===== src/rtl/irq_controller.sv =====
// Eight-source interrupt controller: synchronises level-high lines into a pending set and
// hands one priority-ordered trap request at a time to the decode stage.
module irq_controller (
  input  logic        i_CLK,
  input  logic        i_RSTn,
  input  logic [7:0]  i_IRQ_SRC,
  input  logic        i_EN,
  input  logic        i_MODE,
  input  logic [31:0] i_PC,
  input  logic        i_CFG_WE,
  input  logic [1:0]  i_CFG_ADDR,
  input  logic [31:0] i_CFG_WDATA,
  output logic [31:0] o_CFG_RDATA,
  output logic        o_IRQ,
  output logic [31:0] o_HANDLER_BASE,
  output logic [31:0] o_MEPC,
  output logic [2:0]  o_CAUSE,
  output logic        o_BUSY
);
  typedef enum logic [1:0] {IDLE, REQ, ACCEPTED, ACTIVE} state_e;

  localparam logic [1:0]  ADDR_ENABLE  = 2'd0;
  localparam logic [1:0]  ADDR_BASE    = 2'd1;
  localparam logic [1:0]  ADDR_PENDING = 2'd2;
  localparam logic [31:7] BASE_RESET   = 25'h000_0002; // 0x0000_0100

  logic [7:0]  sync1_q, sync2_q, sync_prev_q;
  logic [7:0]  pending_q, pending_d;
  logic [7:0]  enable_q;
  logic [31:7] base_q;
  logic [31:0] cfg_rdata_q, cfg_rdata_d;

  state_e      state_q;
  logic        irq_q;
  logic [2:0]  cause_q;
  logic [31:0] mepc_q;
  logic [31:0] handler_q;

  logic [7:0]  rise, active_mask, w1c_mask, accept_clr;
  logic [2:0]  first_idx;
  logic        accept, withdraw;

  // NOTE: every flop uses non-blocking (<=) so all registers sample pre-edge values.
  always_ff @(posedge i_CLK) begin
    if (!i_RSTn) begin
      sync1_q     <= '0;
      sync2_q     <= '0;
      sync_prev_q <= '0;
    end else begin
      sync1_q     <= i_IRQ_SRC;
      sync2_q     <= sync1_q;
      sync_prev_q <= sync2_q;
    end
  end

  assign rise        = sync2_q & ~sync_prev_q;
  assign active_mask = pending_q & enable_q;

  // NOTE: default assigned before the loop so this stays purely combinational (no latch).
  always_comb begin
    first_idx = '0;
    for (int i = 7; i >= 0; i--) begin
      if (active_mask[i]) first_idx = 3'(i);
    end
  end

  assign accept     = (state_q == REQ) && irq_q && i_EN && !i_MODE;
  assign withdraw   = (state_q == REQ) && !(enable_q[cause_q] && pending_q[cause_q]);
  assign accept_clr = accept ? (8'd1 << cause_q) : 8'd0;
  assign w1c_mask   = (i_CFG_WE && i_CFG_ADDR == ADDR_PENDING) ? i_CFG_WDATA[7:0] : 8'd0;

  // A fresh edge beats both software W1C and the acceptance clear on the same bit.
  assign pending_d  = (pending_q & ~w1c_mask & ~accept_clr) | rise;

  always_comb begin
    cfg_rdata_d = '0;
    case (i_CFG_ADDR)
      ADDR_ENABLE:  cfg_rdata_d = {24'd0, enable_q};
      ADDR_BASE:    cfg_rdata_d = {base_q, 7'd0};
      ADDR_PENDING: cfg_rdata_d = {24'd0, pending_q};
      default:      cfg_rdata_d = {29'd0, cause_q};
    endcase
  end

  always_ff @(posedge i_CLK) begin
    if (!i_RSTn) begin
      pending_q   <= '0;
      enable_q    <= '0;
      base_q      <= BASE_RESET;
      cfg_rdata_q <= '0;
    end else begin
      pending_q   <= pending_d;
      cfg_rdata_q <= cfg_rdata_d;
      if (i_CFG_WE && i_CFG_ADDR == ADDR_ENABLE) enable_q <= i_CFG_WDATA[7:0];
      if (i_CFG_WE && i_CFG_ADDR == ADDR_BASE)   base_q   <= i_CFG_WDATA[31:7];
    end
  end

  // The whole trap sequencer advances only with the decode stage; cause and vector
  // are latched on REQ entry and held until the handler returns.
  always_ff @(posedge i_CLK) begin
    if (!i_RSTn) begin
      state_q   <= IDLE;
      irq_q     <= 1'b0;
      cause_q   <= '0;
      mepc_q    <= '0;
      handler_q <= {BASE_RESET, 7'd0};
    end else if (i_EN) begin
      case (state_q)
        IDLE: begin
          if (|active_mask) begin
            state_q   <= REQ;
            irq_q     <= 1'b1;
            cause_q   <= first_idx;
            handler_q <= {base_q, first_idx, 4'd0};
          end
        end
        REQ: begin
          if (accept) begin
            mepc_q  <= i_PC;
            irq_q   <= 1'b0;
            state_q <= ACCEPTED;
          end else if (withdraw) begin
            irq_q   <= 1'b0;
            state_q <= IDLE;
          end
        end
        ACCEPTED: if (i_MODE)  state_q <= ACTIVE;
        ACTIVE:   if (!i_MODE) state_q <= IDLE;
        default: begin
          state_q <= IDLE;
          irq_q   <= 1'b0;
        end
      endcase
    end
  end

  assign o_CFG_RDATA    = cfg_rdata_q;
  assign o_IRQ          = irq_q;
  assign o_HANDLER_BASE = handler_q;
  assign o_MEPC         = mepc_q;
  assign o_CAUSE        = cause_q;
  assign o_BUSY         = (state_q != IDLE);
endmodule

===== config.mk =====
export PLATFORM = sky130hd
export DESIGN_NAME = irq_controller
export DESIGN_NICKNAME = d
export VERILOG_FILES = /design/src/rtl/irq_controller.sv
export SDC_FILE = /design/constraint.sdc
export NUM_CORES = 1
export LEC_CHECK = 0
export CAP_MARGIN = 30
export CORE_MARGIN = 10
export CORE_UTILIZATION = 46
export DETAILED_ROUTE_END_ITERATION = 6
export PLACE_DENSITY_LB_ADDON = 0.1
export REMOVE_ABC_BUFFERS = 1
export SYNTH_ARGS = -nofsm -noshare
export SYNTH_HDL_FRONTEND = slang
export SYNTH_SLANG_ARGS = --single-unit

===== constraint.sdc =====
create_clock -name i_CLK -period 1.9 [get_ports i_CLK]
set_input_delay 0.285 -clock i_CLK [delete_from_list [all_inputs] [get_ports i_CLK]]
set_output_delay 0.285 -clock i_CLK [all_outputs]
set_load 0.02 [all_outputs]

==> flow_summary.yaml, run 1 <==
synth:
  synth-edff-count: 0
  syn_inst: 648
  synth_seq_cells: 160
  synth_warnings: 0
  synth.distinct_cells: 49
  syn_avg_cell_area_um2: 8.80
  synth-main-ff-cell: "dfxtp_1"
  async_flop_share_pct: 0
  syn_area_um2: 5700
  ys_seq_area_share_pct: 56.2
grt:
  grt_max_degree: 61
  grt_pass1_wl_um: 25400
  grt_pass1_vias: 5115
  grt_overflow: 0
  grt_usage_pct: 17.9
  antenna_found_initial: 0
critical_path:
  slowest_stage: "clkdlybuf4s50_1"
  path_class: "reg2out"
  worstPathRequired_ps: 1620
  rrSetupSlack_ps: 220
  max_stage_delay_ps: 670
  crit_buf_inv: 1
  setup.worst_path.end_class: "output port"
  cp_top_family: "buffers and inverters"
  cp_cell_sequence: "clkdlybuf4s50_1"
  worstPathArrival_ps: 1560
  crit_fanout: 13
  worstSetupStartpointType: "flop"
  rr_startpoint: "pending_q[7]"
  ff2ff_path_depth: 6
  r2r_end: "o_HANDLER_BASE[16]"
timing:
  drv_slew: 0
  skew_ps: 12.3
  setup_tns_ps: 0
  finalSetupViolations: 0
  rsz0062_at_grt: "no"
  finalHoldViolations: 0
  clock.fmax_mhz: 541
  fin_ws_ps: 51.2
  period_minus_slack_ps: 1850
  hold_ws_ps: 409
  fin_crit_sh_pct: 97.3
cells_and_area:
  diodes: 0
  seq_area_um2: 3200
  final_nets: 896
  mostFrequentLayoutCell: "nand2_1"
  fin_cells: 998
  final_util_pct: 68.2
  multi_input_area_um2: 2170
  fin_area_um2: 8220
  layout_common_cells: "nand2_1, clkdlybuf4s50_1, dfxtp_1"
  fillCellCount: 973
  drive_gt1_share_pct: 8.92
  syn2layout_area_growth_pct: 44.2
clocking:
  h-tree-depth: 4
  cts_tree: "built"
  path_clk_slew_ps: 60
  root_buffer: "clkbuf_16"
  cts_buffer_depth: 2
  cts_made_buffers: 17
  clkSinkCount: 160
  worstSkewPairLatency_ps: 420
routing:
  dr_total_vias: 4878
  vias_per_cell: 4.89
  drt_wl_total_um: 15600
  wire_per_inst_um: 15.7
  first_pass_iters: 4
  drt_drc_violations_left: 0
  ant_nets: 0
  drtIter0Drc: 330
pwr:
  power.total_mw: 7.58
  leakagePower_nw: 3.07
  power.density_nw_per_um2: 922
  vdd_drop_max_mv: 0.561
floorplanning:
  rows: 40
  coreArea_um2: 12100
  dieWidth_um: 131
  ios: 180
  die_height_um: 131
  dieArea_um2: 17200
  start_util_pct: 47.3
place:
  dp_slack_ps: -33.6
  postPlaceCellArea_um2: 7570
  dp_cells: 966
  gp_congestion: 0.833
  dp_hpwl_um: 11200
  io_buffers: 175
worst_hold_path:
  min_path_type: "reg2reg"
  hold_path.startpoint: "sync_prev_q[6]"
  min_path_cells: 1
  holdPathEnd: "pending_q[6]"
status:
  outcome: "finished, final reports clean"
run:
  maxCapViolCount: 0
how the worst max path moves through the flow:
stage | startpoint | endpoint | slack (ps) | cells after the start
floorplan | i_RSTn | o_CFG_RDATA[10] | -950 | 3
global placement | i_MODE | o_MEPC[6] | 40 | 6
detailed placement | i_MODE | o_MEPC[17] | -30 | 6
CTS | o_CAUSE[1] | o_HANDLER_BASE[5] | 2 | 1
global route | o_CAUSE[0] | o_CAUSE[0] | 3 | 1
finish | o_CAUSE[0] | o_CAUSE[0] | 50 | 1
layer usage:
| layer | routed length (um) | part of all wire [%] | global-route usage [%] | vias up |
|---|---|---|---|---|
| li1 | - | - | - | 2444 |
| met1 | 6420 | 41 | 19.0 | 2236 |
| met2 | 7680 | 49 | 30.8 | 174 |
| met3 | 1200 | 7.7 | 7.05 | 24 |
| met4 | 351 | 2.2 | 7.66 | 0 |
| met5 | 0 | 0 | 0 | - |
what timing repair did:
item	CTS	global route
hold buffers	0	0
setup buffers	0	0
gates resized for setup	2	2
endpoints found under the setup margin	3	2
hold endpoints to repair	0	0
cells by family after synthesis:
logic type | after synthesis | share of synthesized area (%)
other | 1 | 0.0658
AND/OR/NAND/NOR | 296 | 23.7
buffers and inverters | 59 | 6.01
flip-flops | 160 | 56.2
AO/OA/AOI/OAI | 123 | 12.2
multiplexers | 9 | 1.87
cell type report:
class	count	area share, %
Clock buffer	21	5.60
Tap cell	168	2.56
Inverter	12	0.548
Sequential cell	160	39.0
Clock inverter	11	2.25
Multi-Input combinational cell	432	26.4
Timing Repair Buffer	194	23.7
cells in the mapped netlist, types with 2 or more instances:
master | n | area share, %
dfxtp_1 | 160 | 56
inv_1 | 11 | 0.72
clkbuf_1 | 20 | 1.3
nor3_1 | 3 | 0.26
and2_1 | 41 | 4.5
and3b_1 | 2 | 0.31
buf_2 | 7 | 0.61
nand3b_1 | 2 | 0.26
mux2i_1 | 5 | 0.88
o22ai_1 | 6 | 0.66
nand3_1 | 9 | 0.79
nor2_1 | 13 | 0.86
o2111ai_1 | 2 | 0.31
a22oi_1 | 6 | 0.79
mux2_2 | 3 | 0.59
o21ai_1 | 2 | 0.18
buf_6 | 5 | 0.99
a21oi_1 | 93 | 8.2
buf_4 | 13 | 1.7
nand2_1 | 202 | 13
a31oi_1 | 2 | 0.22
nand4_2 | 2 | 0.44
o21ai_0 | 4 | 0.35
nand2_2 | 9 | 0.99
nand3_2 | 2 | 0.35
registers in the layout (all words and copies together), names as in the netlist, named ones only:
name / count
pending_q: 8
state_q: 1
sync1_q: 8
o_CFG_RDATA: 32
sync2_q: 8
sync_prev_q: 8
enable_q: 8
o_HANDLER_BASE: 26
base_q: 25
o_CAUSE: 2
o_MEPC: 32
o_IRQ: 1
power breakdown:
group | switching, mW | internal, mW | total, mW
Combinational | 0.195 | 0.239 | 0.434
Clock | 1.29 | 2.39 | 3.68
Sequential | 0.0466 | 3.42 | 3.47
No activity file was read; power rests on OpenSTA's default activity.
==> inputs of run 2 (changes only) <==
PLACE_DENSITY = 0.79   (was default)
PLACE_DENSITY_LB_ADDON = default   (was 0.1)
==> run 2 against run 1 <==
Net effect: critical path depth did not move; routed wire length rose by 0.22%; sequential cell count did not move; utilization fell by 0.53 points; maximum frequency rose by 0.42%; cell count rose by 0.30%; largest cell class unchanged; highest routed layer unchanged.
==> flow_summary.yaml, run 2 (synthesis gave the netlist of run 1 again) <==
clocking:
  clkSinkCount: 160
  h-tree-depth: 4
  worstSkewPairLatency_ps: 410
  cts_buffer_depth: 2
  cts_tree: "built"
  root_buffer: "clkbuf_16"
  postCtsHoldBufs: 0
  path_clk_slew_ps: 70
  cts_made_buffers: 17
critical_path:
  slowest_stage: "clkdlybuf4s50_1"
  crit_buf_inv: 1
  crit_fanout: 13
  max_stage_delay_ps: 660
  worstPathArrival_ps: 1560
  cp_top_family: "buffers and inverters"
  setup.worst_path.end_class: "output port"
  cp_cell_sequence: "clkdlybuf4s50_1"
  worstSetupStartpointType: "flop"
  path_class: "reg2out"
  worstPathRequired_ps: 1620
  rrSetupSlack_ps: 200
routing:
  wire_per_inst_um: 15.7
  vias_per_cell: 5.00
  first_pass_iters: 5
  drt_wl_total_um: 15700
  ant_nets: 0
  dr_total_vias: 5009
  drtIter0Drc: 537
  drt_drc_violations_left: 0
timing:
  rsz0062_at_grt: "no"
  finalSetupViolations: 0
  period_minus_slack_ps: 1840
  drv_slew: 0
  finalHoldViolations: 0
  setup_tns_ps: 0
  fin_ws_ps: 59.0
  fin_crit_sh_pct: 96.9
  skew_ps: 11.9
  clock.fmax_mhz: 543
grt:
  antenna_found_initial: 1
  grt_pass1_vias: 5034
  grt_overflow: 0
  grt_usage_pct: 17.4
  grt_max_degree: 38
  grt_pass1_wl_um: 24900
floorplanning:
  coreArea_um2: 12100
  rows: 40
  die_height_um: 131
  start_util_pct: 47.3
  ios: 180
  dieWidth_um: 131
  dieArea_um2: 17200
pwr:
  leakagePower_nw: 3.03
  power.density_nw_per_um2: 865
  vdd_drop_max_mv: 0.659
cells_and_area:
  syn2layout_area_growth_pct: 43.1
  layout_common_cells: "nand2_1, clkdlybuf4s50_1, dfxtp_1"
  drive_gt1_share_pct: 9.38
  mostFrequentLayoutCell: "nand2_1"
  fin_cells: 1001
  final_nets: 898
status:
  outcome: "finished, final reports clean"
place:
  io_buffers: 175
  dp_cells: 968
  gp_congestion: 0.845
  dp_slack_ps: 39.7
  dp_hpwl_um: 11500
run:
  maxCapViolCount: 0
worst_hold_path:
  min_path_type: "in2reg"
==> run 2: area by class of cell <==
cell class | count | area, um2
multi-input combinational | 432 | 2170
fill | 971 | 3910
tap | 168 | 210
timing repair buffer | 196 | 1970
sequential | 160 | 3200
clock inverter | 13 | 104
antenna | 1 | 2.50
inverter | 12 | 45.0
clock buffer | 19 | 453
==> run 2: worst paths after layout <==
kind                   from            endpoint  cells past startpoint
min reg2reg  sync_prev_q[2]        pending_q[2]                      1
max              o_CAUSE[0]          o_CAUSE[0]                      1
max reg2reg    pending_q[7]  o_HANDLER_BASE[13]                      7
min                i_PC[26]          o_MEPC[26]                      3
==> run 2: power by group <==
part | switching [mW] | internal, mW | total (mW)
clock network | 1.39 | 1.76 | 3.15
logic | 0.199 | 0.238 | 0.437
registers | 0.0474 | 3.42 | 3.47
total | 1.63 | 5.42 | 7.05
==> run 2: stage by stage <==
step / total power [mW] / instance area, um2 / hold slack, ps / utilization [%]
3_5_place_dp: 3.97 / 7600 / 399 / 63.0
4_1_cts: 7.10 / 8150 / 407 / 67.6
2_1_floorplan: 3.68 / 5420 / 345 / -
3_3_place_gp: 3.96 / 7600 / 402 / 63.0
5_1_grt: 7.30 / 8160 / 410 / 67.6
6_report: 7.05 / 8160 / 417 / 67.6
==> run 2: timing repair <==
action / in CTS / in global routing
buffers inserted: 0 / 0
gates resized for setup: 4 / 1
setup endpoints to repair: 5 / 1
cloned: 0 / 0
hold endpoints to repair: 0 / 0
==> run 2: routing by layer <==
layer | wire, um | part of all wire (%) | vias up | global-route usage [%]
met5 | 0 | 0 | - | 0
met4 | 281 | 1.8 | 0 | 5.44
met3 | 1270 | 8.1 | 28 | 6.82
met2 | 7310 | 47 | 219 | 28.4
met1 | 6810 | 43 | 2305 | 20.5
li1 | - | - | 2457 | -
==> inputs of run 3 (changes only) <==
RECOVER_POWER = 100   (was default)
==> run 3 against run 2 <==
Net effect: die area unchanged; critical path depth unchanged; utilization fell by 0.41 points; combinational power decreased by 3%; largest cell class unchanged.
==> flow_summary.yaml, run 3 (synthesis gave the netlist of run 1 again) <==
routing:
  drt_drc_violations_left: 0
  ant_nets: 0
  first_pass_iters: 6
  vias_per_cell: 5.04
  drt_wl_total_um: 15700
  dr_total_vias: 5044
  drtIter0Drc: 510
  wire_per_inst_um: 15.6
pwr:
  power.density_nw_per_um2: 868
  switching_share_pct: 23.1
  internal_power_mw: 5.41
  p_clk_share_pct: 44.7
  vdd_drop_max_mv: 0.660
  seq_power_share_pct: 49.2
  combPwrFrac_pct: 6.0
  power_switching_mw: 1.63
  leakagePower_nw: 3.30
floorplanning:
  start_util_pct: 47.3
  ios: 180
  dieArea_um2: 17200
  rows: 40
  die_height_um: 131
  coreArea_um2: 12100
  dieWidth_um: 131
grt:
  grt_overflow: 0
  antenna_found_initial: 1
  grt_pass1_vias: 5034
  grt_max_degree: 38
  grt_pass1_wl_um: 24900
  grt_usage_pct: 17.4
place:
  dp_cells: 968
  io_buffers: 175
  gp_congestion: 0.845
  dp_hpwl_um: 11500
critical_path:
  ff2ff_path_depth: 6
  cp_top_family: "buffers and inverters"
  slowest_stage: "clkdlybuf4s50_1"
  worstPathRequired_ps: 1620
  path_depth: 1
  cp_cell_sequence: "clkdlybuf4s50_1"
  max_stage_delay_ps: 660
  crit_buf_inv: 1
  crit_fanout: 13
  setup.worst_path.end_class: "output port"
  path_class: "reg2out"
  worstPathArrival_ps: 1550
  worstSetupStartpointType: "flop"
timing:
  hold_ws_ps: 417
  slew_headroom_pct: 55.4
  finalSetupViolations: 0
  rsz0062_at_grt: "no"
  skew_ps: 12.0
  fin_crit_sh_pct: 96.5
  tightest_slew_ps: 669
  drv_slew: 0
  period_minus_slack_ps: 1830
  clock.fmax_mhz: 546
  finalHoldViolations: 0
clocking:
  cts_buffer_depth: 2
  cts_tree: "built"
  worstSkewPairLatency_ps: 410
  cts_made_buffers: 17
  postCtsHoldBufs: 0
  root_buffer: "clkbuf_16"
  h-tree-depth: 4
  path_clk_slew_ps: 70
  clkSinkCount: 160
cells_and_area:
  seq_area_um2: 3200
  drive_gt1_share_pct: 8.89
  syn2layout_area_growth_pct: 42.2
  multi_input_area_um2: 2150
  final_util_pct: 67.2
  fin_cells: 1001
  layout_common_cells: "nand2_1, dfxtp_1, dlygate4sd3_1"
  mostFrequentLayoutCell: "nand2_1"
  final_nets: 898
  fillCellCount: 984
worst_hold_path:
  min_path_cells: 3
  min_path_type: "in2reg"
run:
  maxCapViolCount: 0
status:
  outcome: "finished, final reports clean"
==> run 3: changes by cell type in the layout (fill, tap and decap cells not counted), sizes merged <==
cell | before | now
dlygate4sd3 | 0 | 94
clkdlybuf4s50 | 171 | 77
buf | 21 | 14
clkbuf | 19 | 27
dlymetal6s2s | 1 | 0
==> run 3: worst paths after layout <==
check | from | end | slack, ps
max | o_CAUSE[0] | o_CAUSE[0] | 70
min | i_PC[26] | o_MEPC[26] | 420
max reg2reg | pending_q[7] | o_HANDLER_BASE[18] | 130
min reg2reg | sync_prev_q[2] | pending_q[2] | 430
==> run 3: final cells by class <==
| cell class | count | share of cell area [%] |
|---|---|---|
| diodes | 1 | 0.0309 |
| inverters | 12 | 0.556 |
| well taps | 168 | 2.59 |
| flip-flops and latches | 160 | 39.5 |
| clock inverters | 13 | 1.28 |
| repair buffers | 196 | 23.8 |
| multi-input cells | 432 | 26.6 |
| clock buffers | 19 | 5.59 |
==> run 3: per-stage QoR <==
stage               setup slack (ps)  setup TNS [ps]  total power, mW  area [um2]
floorplan                       -950          -39900             3.68        5420
global placement                 109               0             3.96        7600
detailed placement              39.7               0             3.97        7600
CTS                             48.2               0             7.10        8150
global route                    3.42               0             7.29        8110
finish                          67.4               0             7.04        8110
==> run 3: per-layer routing <==
layer / part of all wire (%) / vias to the layer above / global-route usage [%] / wire length (um)
met3: 8.2 / 27 / 6.82 / 1280
met1: 43 / 2330 / 20.5 / 6780
met2: 47 / 230 / 28.4 / 7320
met5: 0 / - / 0 / 0
met4: 1.8 / 0 / 5.44 / 283
li1: - / 2457 / - / -
==> run 3: repair_timing <==
item,CTS,global route
setup endpoints to repair,5,1
resized for setup,4,1
setup buffers,0,0
==> run 3: power groups by stage <==
| stage | sequential [mW] | combinational [mW] | clock (mW) |
|---|---|---|---|
| finish | 3.47 | 0.424 | 3.15 |
| global route | 3.47 | 0.457 | 3.36 |
| CTS | 3.46 | 0.437 | 3.20 |
| detailed placement | 3.54 | 0.434 | 0 |
| global placement | 3.54 | 0.427 | 0 |
| floorplan | 3.54 | 0.138 | 0 |
